==> src/rtl/hazard_scoreboard.sv <==
// hazard_scoreboard: per-register in-flight writer tracking with load-use stall and forwarding select
module hazard_scoreboard #(
   parameter int REG_ADDR_W = 5,
   parameter int PIPE_DEPTH = 3,
   parameter int LOAD_LATENCY = 2,
   localparam int FWD_W = $clog2(PIPE_DEPTH)
) (
   input  logic                  clk,
   input  logic                  rst,
   input  logic                  issue_valid,
   input  logic                  issue_we,
   input  logic                  issue_load,
   input  logic [REG_ADDR_W-1:0] issue_waddr,
   input  logic [REG_ADDR_W-1:0] rs_addr,
   input  logic [REG_ADDR_W-1:0] rt_addr,
   input  logic                  rs_used,
   input  logic                  rt_used,
   input  logic                  flush,
   output logic                  stall,
   output logic [FWD_W-1:0]      rs_fwd,
   output logic [FWD_W-1:0]      rt_fwd,
   output logic [31:0]           stall_count
);
   localparam int NREG = 2**REG_ADDR_W;
   localparam logic [FWD_W:0] PD = PIPE_DEPTH[FWD_W:0];
   localparam logic [FWD_W:0] LL = LOAD_LATENCY[FWD_W:0];
   logic [NREG-1:0]  valid;
   logic [NREG-1:0]  is_load;
   logic [FWD_W-1:0] age [NREG];
   logic             hazard_rs;
   logic             hazard_rt;
   logic             accept;
   // Hazard detection and forwarding select from pre-update state
   always_comb begin
      hazard_rs = rs_used & valid[rs_addr] & is_load[rs_addr] & ({1'b0, age[rs_addr]} < LL);
      hazard_rt = rt_used & valid[rt_addr] & is_load[rt_addr] & ({1'b0, age[rt_addr]} < LL);
      stall = issue_valid & (hazard_rs | hazard_rt) & ~flush;
      accept = issue_valid & ~stall & ~flush & issue_we & (issue_waddr != '0);
      rs_fwd = valid[rs_addr] ? age[rs_addr] : '0;
      rt_fwd = valid[rt_addr] ? age[rt_addr] : '0;
   end
   // Per-register writer tracking: younger writer overwrites, others age out after PIPE_DEPTH
   always_ff @(posedge clk) begin
      if (rst || flush) begin
         valid <= '0;
      end else begin
         for (int i = 0; i < NREG; i++) begin
            if (accept && issue_waddr == i[REG_ADDR_W-1:0]) begin
               valid[i] <= 1'b1;
               is_load[i] <= issue_load;
               age[i] <= FWD_W'(1);
            end else if (valid[i]) begin
               age[i] <= age[i] + 1'b1;
               if ({1'b0, age[i]} + 1'b1 == PD) valid[i] <= 1'b0;
            end
         end
      end
   end
   // Saturating count of stalled decode cycles
   always_ff @(posedge clk) begin
      if (rst) stall_count <= '0;
      else if (stall && ~&stall_count) stall_count <= stall_count + 1'b1;
   end
endmodule

==> config.mk <==
export PLATFORM = sky130hd
export DESIGN_NAME = hazard_scoreboard
export DESIGN_NICKNAME = d
export VERILOG_FILES = /design/src/rtl/hazard_scoreboard.sv
export SDC_FILE = /design/constraint.sdc
export NUM_CORES = 1
export LEC_CHECK = 0
export ABC_AREA = 1
export BUFFER_PORTS_ARGS = -buffer_cell sky130_fd_sc_hd__buf_2
export CAP_MARGIN = 20
export CORE_AREA = 2 2 113 224
export CTS_BUF_LIST = sky130_fd_sc_hd__clkbuf_8
export CTS_CLUSTER_DIAMETER = 60
export CTS_CLUSTER_SIZE = 20
export DETAILED_ROUTE_END_ITERATION = 8
export DIE_AREA = 0 0 115 226
export PLACE_DENSITY = 0.65
export SLEW_MARGIN = 10
export SYNTH_ARGS = -nofsm -noshare
export SYNTH_HDL_FRONTEND = slang
export SYNTH_SLANG_ARGS = --single-unit
==> constraint.sdc <==
create_clock -name clk -period 2.5 [get_ports clk]
set_clock_uncertainty 0.1 [all_clocks]
set_input_delay 0.125 -clock clk [delete_from_list [all_inputs] [get_ports clk]]
set_output_delay 0.125 -clock clk [all_outputs]
set_load 0.02 [all_outputs]
==> run metrics, run 1 <==
Worst Hold Class=in -> reg; beginning of the worst register-to-register path=age[17][1]; Final period util=101%; initial antenna violation count=0; number of cells on the worst reg-to-reg path=19; maximum vdd drop=0.360 mV; Area growth syn-to-layout=21.7%; count of final setup violators=2; net count of the finished layout=1662; Seq/Total Area, Yosys=about two fifths; Initial Util=between 40% and 50%; clock sink count=160; area of the multi-input gates=approximately 6000 sq um; Detail Route Antenna Nets=0; Cell Rows=81; primary flip-flop cell chosen by synthesis mapping=sky130_fd_sc_hd__edfxtp_1; placeable core region=approximately 24000 sq um; count of H-tree levels built during CTS=4; final wirelength=36100 microns; largest net degree at the start of global routing=roughly 110; global-route wire length before repair=between 50000 and 60000 microns; R2R Setup Slk=-0.01 ns; later-pin clock latency in the skew report=0.50 ns; number of buffer and inverter instances along the worst setup path=2; cell at the root of the clock tree=sky130_fd_sc_hd__clkbuf_8; routability cong.=roughly 0.93; number of filler instances in the final layout=2400; average footprint of a synthesized cell=between 7 and 8 sq um; post-layout instance area=roughly 13000 sq um; Achievable Freq=398 MHz; most numerous cell on the critical path=sky130_fd_sc_hd__nand2_1; DR vias/cell=approximately 5.7; Port Buf Inserts=59; post-DR wirelength/cell=about 19 microns; endpoint of the worst hold-timing path=stall_count[6]; post-CTS clock slew at the launch and capture registers of the worst setup and hold paths=~0.090 ns; clock tree from TritonCTS=built; cell at the slowest stage of the critical path=sky130_fd_sc_hd__edfxtp_1; # Max-Cap Violations=0; Detailed Route Iter0 Violations=755; sum of overflow across all layers after global routing=0; data arrival time of the critical path=2.29 ns; Pre-Repair DR Iteration Count=6; Post-Place Cell Area=approximately 12000 sq um; Register Area=between 4000 and 5000 sq um; number of synthesis warnings=0; vias in the first global route=10733; run status=finished, violations left; post-layout worst setup margin=-0.0136 ns; die area=around 26000 sq um; Worst Path Class, Setup=reg -> out; family with the most delay on the worst path=simple AND/OR/NAND/NOR gates; required time worst endpoint=2.28 ns; horizontal extent of the die=about 120 microns; crit-path cells=nand2_1 > nand3_2 > nand3_4 > nand2_2 > nand2_1 > nand2_1 > nand2_2 > nand2_1 > nor2_1 > nand2_2 > nand2_4 > buf_12 > nand2_4 > nor2_4 > buf_6; violated checks=negative setup slack; antenna cell count=0; die outline height=about 230 microns; syn_nets=between 1500 and 2000; largest fanout on the critical path=3; fraction of final layout cells sized beyond drive strength 1=a little under a quarter; DRC errors left=0; worst hold slack=about 0.054 ns; estimated wirelength of the detail-placed design=around 27000 microns; Yosys reg bits=160; via total after detailed routing=between 10000 and 15000; worst hold path cell count=3; final critical path time including I/O delays and setup=2.51 ns; Util after Layout=approximately 54%; leakage dissipation=about 0.0052 uW; number of pins exceeding their max-slew limit in the final report=0; source of the worst hold timing path=rst; EDFF count, synth=96; final hold violations=0; Synth cell types=32; share of synthesized flip-flops with an asynchronous set or reset=0%; num ports=60; Slew headroom=between 50 and 60%; total global-route track usage=28.2%; total power per unit cell area=roughly 440 nW/um^2; gate count after technology mapping=between 1000 and 1500; endpoint class of the critical path=output port; slew at the pin closest to its max-slew limit=about 0.68 ns; post-synthesis instance area=10700 sq um; RSZ-0062 raised after global routing=true; CTS Buf Count=17; maximum single-stage delay on the critical path=0.47 ns; CTS max path bufs=2; Crit Reg-Reg Endpoint=age[24][1]; kind of start point of the critical path=flop
per-layer routing:
metal	share of wire, %	vias up	track usage (%)
li1	-	5205	-
met1	33	5100	26.6
met2	53	376	51.4
met3	3.8	160	4.32
met4	9.5	0	24.6
met5	0	-	0
layout make-up:
class | instances | share of cell area [%]
multi-input cells | 1117 | 45.8
well taps | 290 | 2.79
repair buffers | 194 | 12.5
inverters | 116 | 3.39
flip-flops and latches | 160 | 32.1
clock buffers | 18 | 1.90
clock inverters | 14 | 1.45
worst min-delay path: stages:
cell	delay (ns)
sky130_fd_sc_hd__buf_2	0.11
sky130_fd_sc_hd__buf_4	0.24
sky130_fd_sc_hd__a21oi_1	0.14
report_power, final:
group          internal, uW  leakage (uW)  total, uW  switching (uW)
Combinational           285       0.00354        798             513
Clock                  1110      0.000222       2140            1030
Sequential             2770       0.00144       2770            2.85
Total                  4170       0.00520       5710            1540
cells in the final DEF, fill, tap and decap left out, types with 10 or more instances in the layout:
cell and n:
sky130_fd_sc_hd__nor2_1 150, sky130_fd_sc_hd__nor3_1 15, sky130_fd_sc_hd__nand4_1 58, sky130_fd_sc_hd__a21oi_1 98, sky130_fd_sc_hd__nand2_4 18, sky130_fd_sc_hd__edfxtp_1 96
sky130_fd_sc_hd__or2_2 31, sky130_fd_sc_hd__o21ai_0 32, sky130_fd_sc_hd__nor2_2 12, sky130_fd_sc_hd__buf_6 12, sky130_fd_sc_hd__nand3_1 225, sky130_fd_sc_hd__ha_1 33
sky130_fd_sc_hd__dfxtp_1 48, sky130_fd_sc_hd__buf_4 101, sky130_fd_sc_hd__xor2_1 23, sky130_fd_sc_hd__a21oi_4 18, sky130_fd_sc_hd__buf_12 18, sky130_fd_sc_hd__nand2_1 343
sky130_fd_sc_hd__clkbuf_8 18, sky130_fd_sc_hd__inv_1 111, sky130_fd_sc_hd__nand3_2 10, sky130_fd_sc_hd__nand2_2 16, sky130_fd_sc_hd__buf_2 58, sky130_fd_sc_hd__dfxtp_2 16
sky130_fd_sc_hd__a21oi_2 10
logic make-up after synthesis:
| logic type | Yosys count | share of synthesized area, % |
|---|---|---|
| AOI/OAI and AO/OA | 160 | 7.62 |
| xor gates and xnor gates | 30 | 2.46 |
| buffers and inverters | 206 | 8.94 |
| other | 1 | 0.0350 |
| and+or+nand+nor | 893 | 38.2 |
| DFF | 160 | 38.9 |
| adders and majority gates | 33 | 3.86 |
synthesized netlist by cell type, drive strengths merged (7+ instances only):
cell    number  area share, %
nand2      379             15
nand3      236             11
nor2       165            6.0
a21oi      126            6.0
inv        116            4.1
edfxtp      96             27
dfxtp       64             12
nand4       58            3.4
buf         54            3.6
clkbuf      36            1.3
ha          33            3.9
o21ai       32            1.5
or2         31            1.8
xor2        23            1.9
nor3        15           0.70
nor4         7           0.41
xnor2        7           0.57
stage by stage:
stage               setup WS, ns  cells  TNS (ns)  power [uW]
floorplan                  0.337   1483         0        3270
global placement          -0.140   1851     -7.48        3550
detailed placement        -0.200   1851    -10.87        3550
CTS                      -0.0452   1890   -0.0452        5690
global route              -0.136   1909     -5.83        5920
finish                   -0.0136   1909   -0.0219        5710
registers in the layout, summed over array words and instances (netlist names):
name and flops:
age 64, is_load 32, stall_count 32, valid 32
how the worst max path moves through the flow:
| stage | from | end | slack (ns) | cells past startpoint |
|---|---|---|---|---|
| global route | age[24][1] | stall | -0.14 | 15 |
| detailed placement | rt_addr[0] | age[6][0] | -0.20 | 18 |
| CTS | age[12][1] | stall | -0.05 | 15 |
| floorplan | stall_count[1] | stall_count[23] | 0.34 | 12 |
| finish | age[17][1] | stall | -0.01 | 15 |
| global placement | rt_addr[0] | age[19][0] | -0.14 | 18 |
repair_timing:
action,CTS,global route
gates cloned,0,2
setup endpoints to repair,24,110
hold buffers,2,0
buffers inserted,5,17
pin swaps,4,35
gates resized for setup,12,107
hold endpoints to repair,21,0
Power figures use the tool's default switching activity.
==> run 2, diff against run 1 <==
--- a/config.mk
+++ b/config.mk
@@ -15,6 +15,7 @@
 export DETAILED_ROUTE_END_ITERATION = 8
 export DIE_AREA = 0 0 115 226
 export PLACE_DENSITY = 0.65
+export REMOVE_ABC_BUFFERS = 1
 export SLEW_MARGIN = 10
 export SYNTH_ARGS = -nofsm -noshare
 export SYNTH_HDL_FRONTEND = slang
==> run 2 against run 1 <==
Effect of this change: the flow still finishes with violations (negative setup slack); die area did not move; clock-buffer cell count increased by 1; via count increased by 1.1%; combinational power grew 0.8%; core utilization about the same; flip-flop and latch count did not move; fmax decreased by 1.0%; hold slack got worse by 0.0035 ns.
==> run metrics, run 2 (synthesis results as in run 1) <==
Port Buf Inserts=between 50 and 60; R2R Setup Slk=-0.02 ns; Util after Layout=between 50% and 60%; Post-Place Cell Area=approximately 12000 sq um; largest fanout on the critical path=5; endpoint class of the critical path=output port; final hold violations=0; maximum vdd drop=0.310 mV; pre-CTS WS=-0.161 ns; Worst Hold Class=in -> reg; cell at the root of the clock tree=sky130_fd_sc_hd__clkbuf_8; cell at the slowest stage of the critical path=sky130_fd_sc_hd__edfxtp_1; count of H-tree levels built during CTS=4; post-layout instance area=13000 sq um; sum of overflow across all layers after global routing=0; clock tree from TritonCTS=built; total global-route track usage=28.0%; vias in the first global route=between 10000 and 15000; violated checks=negative setup slack; Register Area=4190 sq um; Worst Path Class, Setup=reg -> out; flip-flop count of the largest register, all copies and words added=64; source of the worst hold timing path=rst; crit-path cells=nand2_1 > nand3_1 > nand3_1 > nand2_1 > nand2_2 > nand2_1 > nand2_1 > nand2_1 > nor2_1 > nand2_2 > nand2_8 > nand2_2 > nor2_1 > buf_4; final critical path time including I/O delays and setup=between 2 and 3 ns; global-route wire length before repair=55100 microns; Area growth syn-to-layout=21.6%; count of final setup violators=5; net count of the finished layout=1647; placeable core region=24300 sq um; DR vias/cell=roughly 5.8; horizontal extent of the die=115 microns; final wirelength=between 30000 and 40000 microns; Initial Util=between 40% and 50%; estimated wirelength of the detail-placed design=around 27000 microns; fraction of final layout cells sized beyond drive strength 1=a little over a fifth; via total after detailed routing=10963; Slew headroom=55.3%; number of buffer and inverter instances along the worst setup path=1; run status=finished, violations left; RSZ-0062 raised after global routing=true; CTS max path bufs=2; slew at the pin closest to its max-slew limit=0.670 ns; leakage dissipation=0.00502 uW; Detail Route Antenna Nets=0; family with the most delay on the worst path=simple AND/OR/NAND/NOR gates; beginning of the worst register-to-register path=age[5][1]; power after layout=approximately 5700 uW; leading cell type in the layout, fill and taps excluded=sky130_fd_sc_hd__nand2_1; antenna cell count=0; area of the multi-input gates=6040 sq um; Cell Rows=81; Detailed Route Iter0 Violations=roughly 940; die outline height=226 microns; required time worst endpoint=2.28 ns; leading cell types in the layout, fill and taps excluded=sky130_fd_sc_hd__nand2_1, sky130_fd_sc_hd__nand3_1, sky130_fd_sc_hd__nor2_1; Crit Reg-Reg Endpoint=age[17][0]; DRC errors left=0; endpoint of the worst hold-timing path=stall_count[8]; data arrival time of the critical path=2.31 ns; Achievable Freq=394 MHz; post-CTS clock slew at the launch and capture registers of the worst setup and hold paths=about 0.09 ns; CTS Buf Count=17; largest net degree at the start of global routing=50; initial antenna violation count=1; # Max-Cap Violations=0; post-DR wirelength/cell=between 15 and 20 microns; worst hold path cell count=3; routability cong.=a little over 1; die area=approximately 26000 sq um; most numerous cell on the critical path=sky130_fd_sc_hd__nand2_1; number of filler instances in the final layout=about 2400; kind of start point of the critical path=flop; number of cells on the worst reg-to-reg path=15; Pre-Repair DR Iteration Count=6; maximum single-stage delay on the critical path=0.49 ns; num ports=60; Final period util=102%; number of pins exceeding their max-slew limit in the final report=0; later-pin clock latency in the skew report=roughly 0.5 ns; Top reg by flops=age; total power per unit cell area=roughly 440 nW/um^2; clock sink count=160; post-layout worst setup margin=-0.0397 ns
## run 2: cell count changes in the layout (fill, tap and decap cells not counted), moves of 2 or more
cell / change
sky130_fd_sc_hd__dfxtp_1: +3
sky130_fd_sc_hd__dfxtp_4: +5
sky130_fd_sc_hd__a311oi_1: -2
sky130_fd_sc_hd__nand2_4: -8
sky130_fd_sc_hd__buf_6: +5
sky130_fd_sc_hd__a21oi_1: +2
sky130_fd_sc_hd__dfxtp_2: -8
sky130_fd_sc_hd__a311oi_2: +2
sky130_fd_sc_hd__buf_4: -20
sky130_fd_sc_hd__nand2_8: +8
## run 2: how the worst max path moves through the flow
| stage | start | to | slack [ns] | depth (start not counted) |
|---|---|---|---|---|
| 2_1_floorplan | flush | age[10][0] | -0.69 | 3 |
| 3_3_place_gp | rs_addr[0] | age[4][0] | -0.1 | 18 |
| 3_5_place_dp | rs_addr[0] | age[17][1] | -0.16 | 17 |
| 4_1_cts | age[1][1] | stall | -0.05 | 14 |
| 5_1_grt | age[1][1] | age[17][0] | -0.16 | 15 |
| 6_report | age[5][1] | stall | -0.04 | 14 |
## run 2: worst register-to-register path: cells and delay by family, from the launching register on
family,cells,cell delay (ns)
compound gates,1,0.18
buf+inv,1,0.26
flops,1,0.46
simple gates,13,1.21
## run 2: cell type report
type,instances,share of cell area (%)
multi-input combinational,1117,46.4
clock inverter,13,1.24
tap,290,2.79
clock buffer,19,2.01
timing repair buffer,179,12.0
sequential,160,32.2
inverter,116,3.39
## run 2: metal layers
layer	routed length, microns	up-vias	global-route usage [%]
met2	19200	494	49.6
met4	2940	2	22.9
met1	12400	5116	28.3
met3	2060	165	4.32
met5	13	-	0
li1	-	5186	-
## run 2: power by group
| group | internal (uW) | leakage [uW] | switching [uW] |
|---|---|---|---|
| registers | 2770 | 0.00144 | 3.47 |
| clock network | 1040 | 0.000215 | 1050 |
| logic | 278 | 0.00336 | 525 |
| total | 4090 | 0.00502 | 1580 |
## run 2: repair_timing
action | in CTS | in global routing
hold buffers | 2 | 0
gates resized for setup | 2 | 131
setup endpoints to repair | 2 | 112
cloned | 0 | 4
pin swaps | 2 | 24
endpoints found under the hold margin | 1 | 0
setup buffers | 3 | 12
## run 2: per-stage QoR
| step | std cells | hold slack, ns | TNS (ns) |
|---|---|---|---|
| 2_1_floorplan | 1393 | 0.0941 | -108.18 |
| 6_report | 1894 | 0.0503 | -0.0951 |
| 3_5_place_dp | 1844 | 0.380 | -8.18 |
| 3_3_place_gp | 1844 | 0.369 | -3.81 |
| 4_1_cts | 1880 | 0.00529 | -0.0493 |
| 5_1_grt | 1894 | 0.0439 | -5.64 |
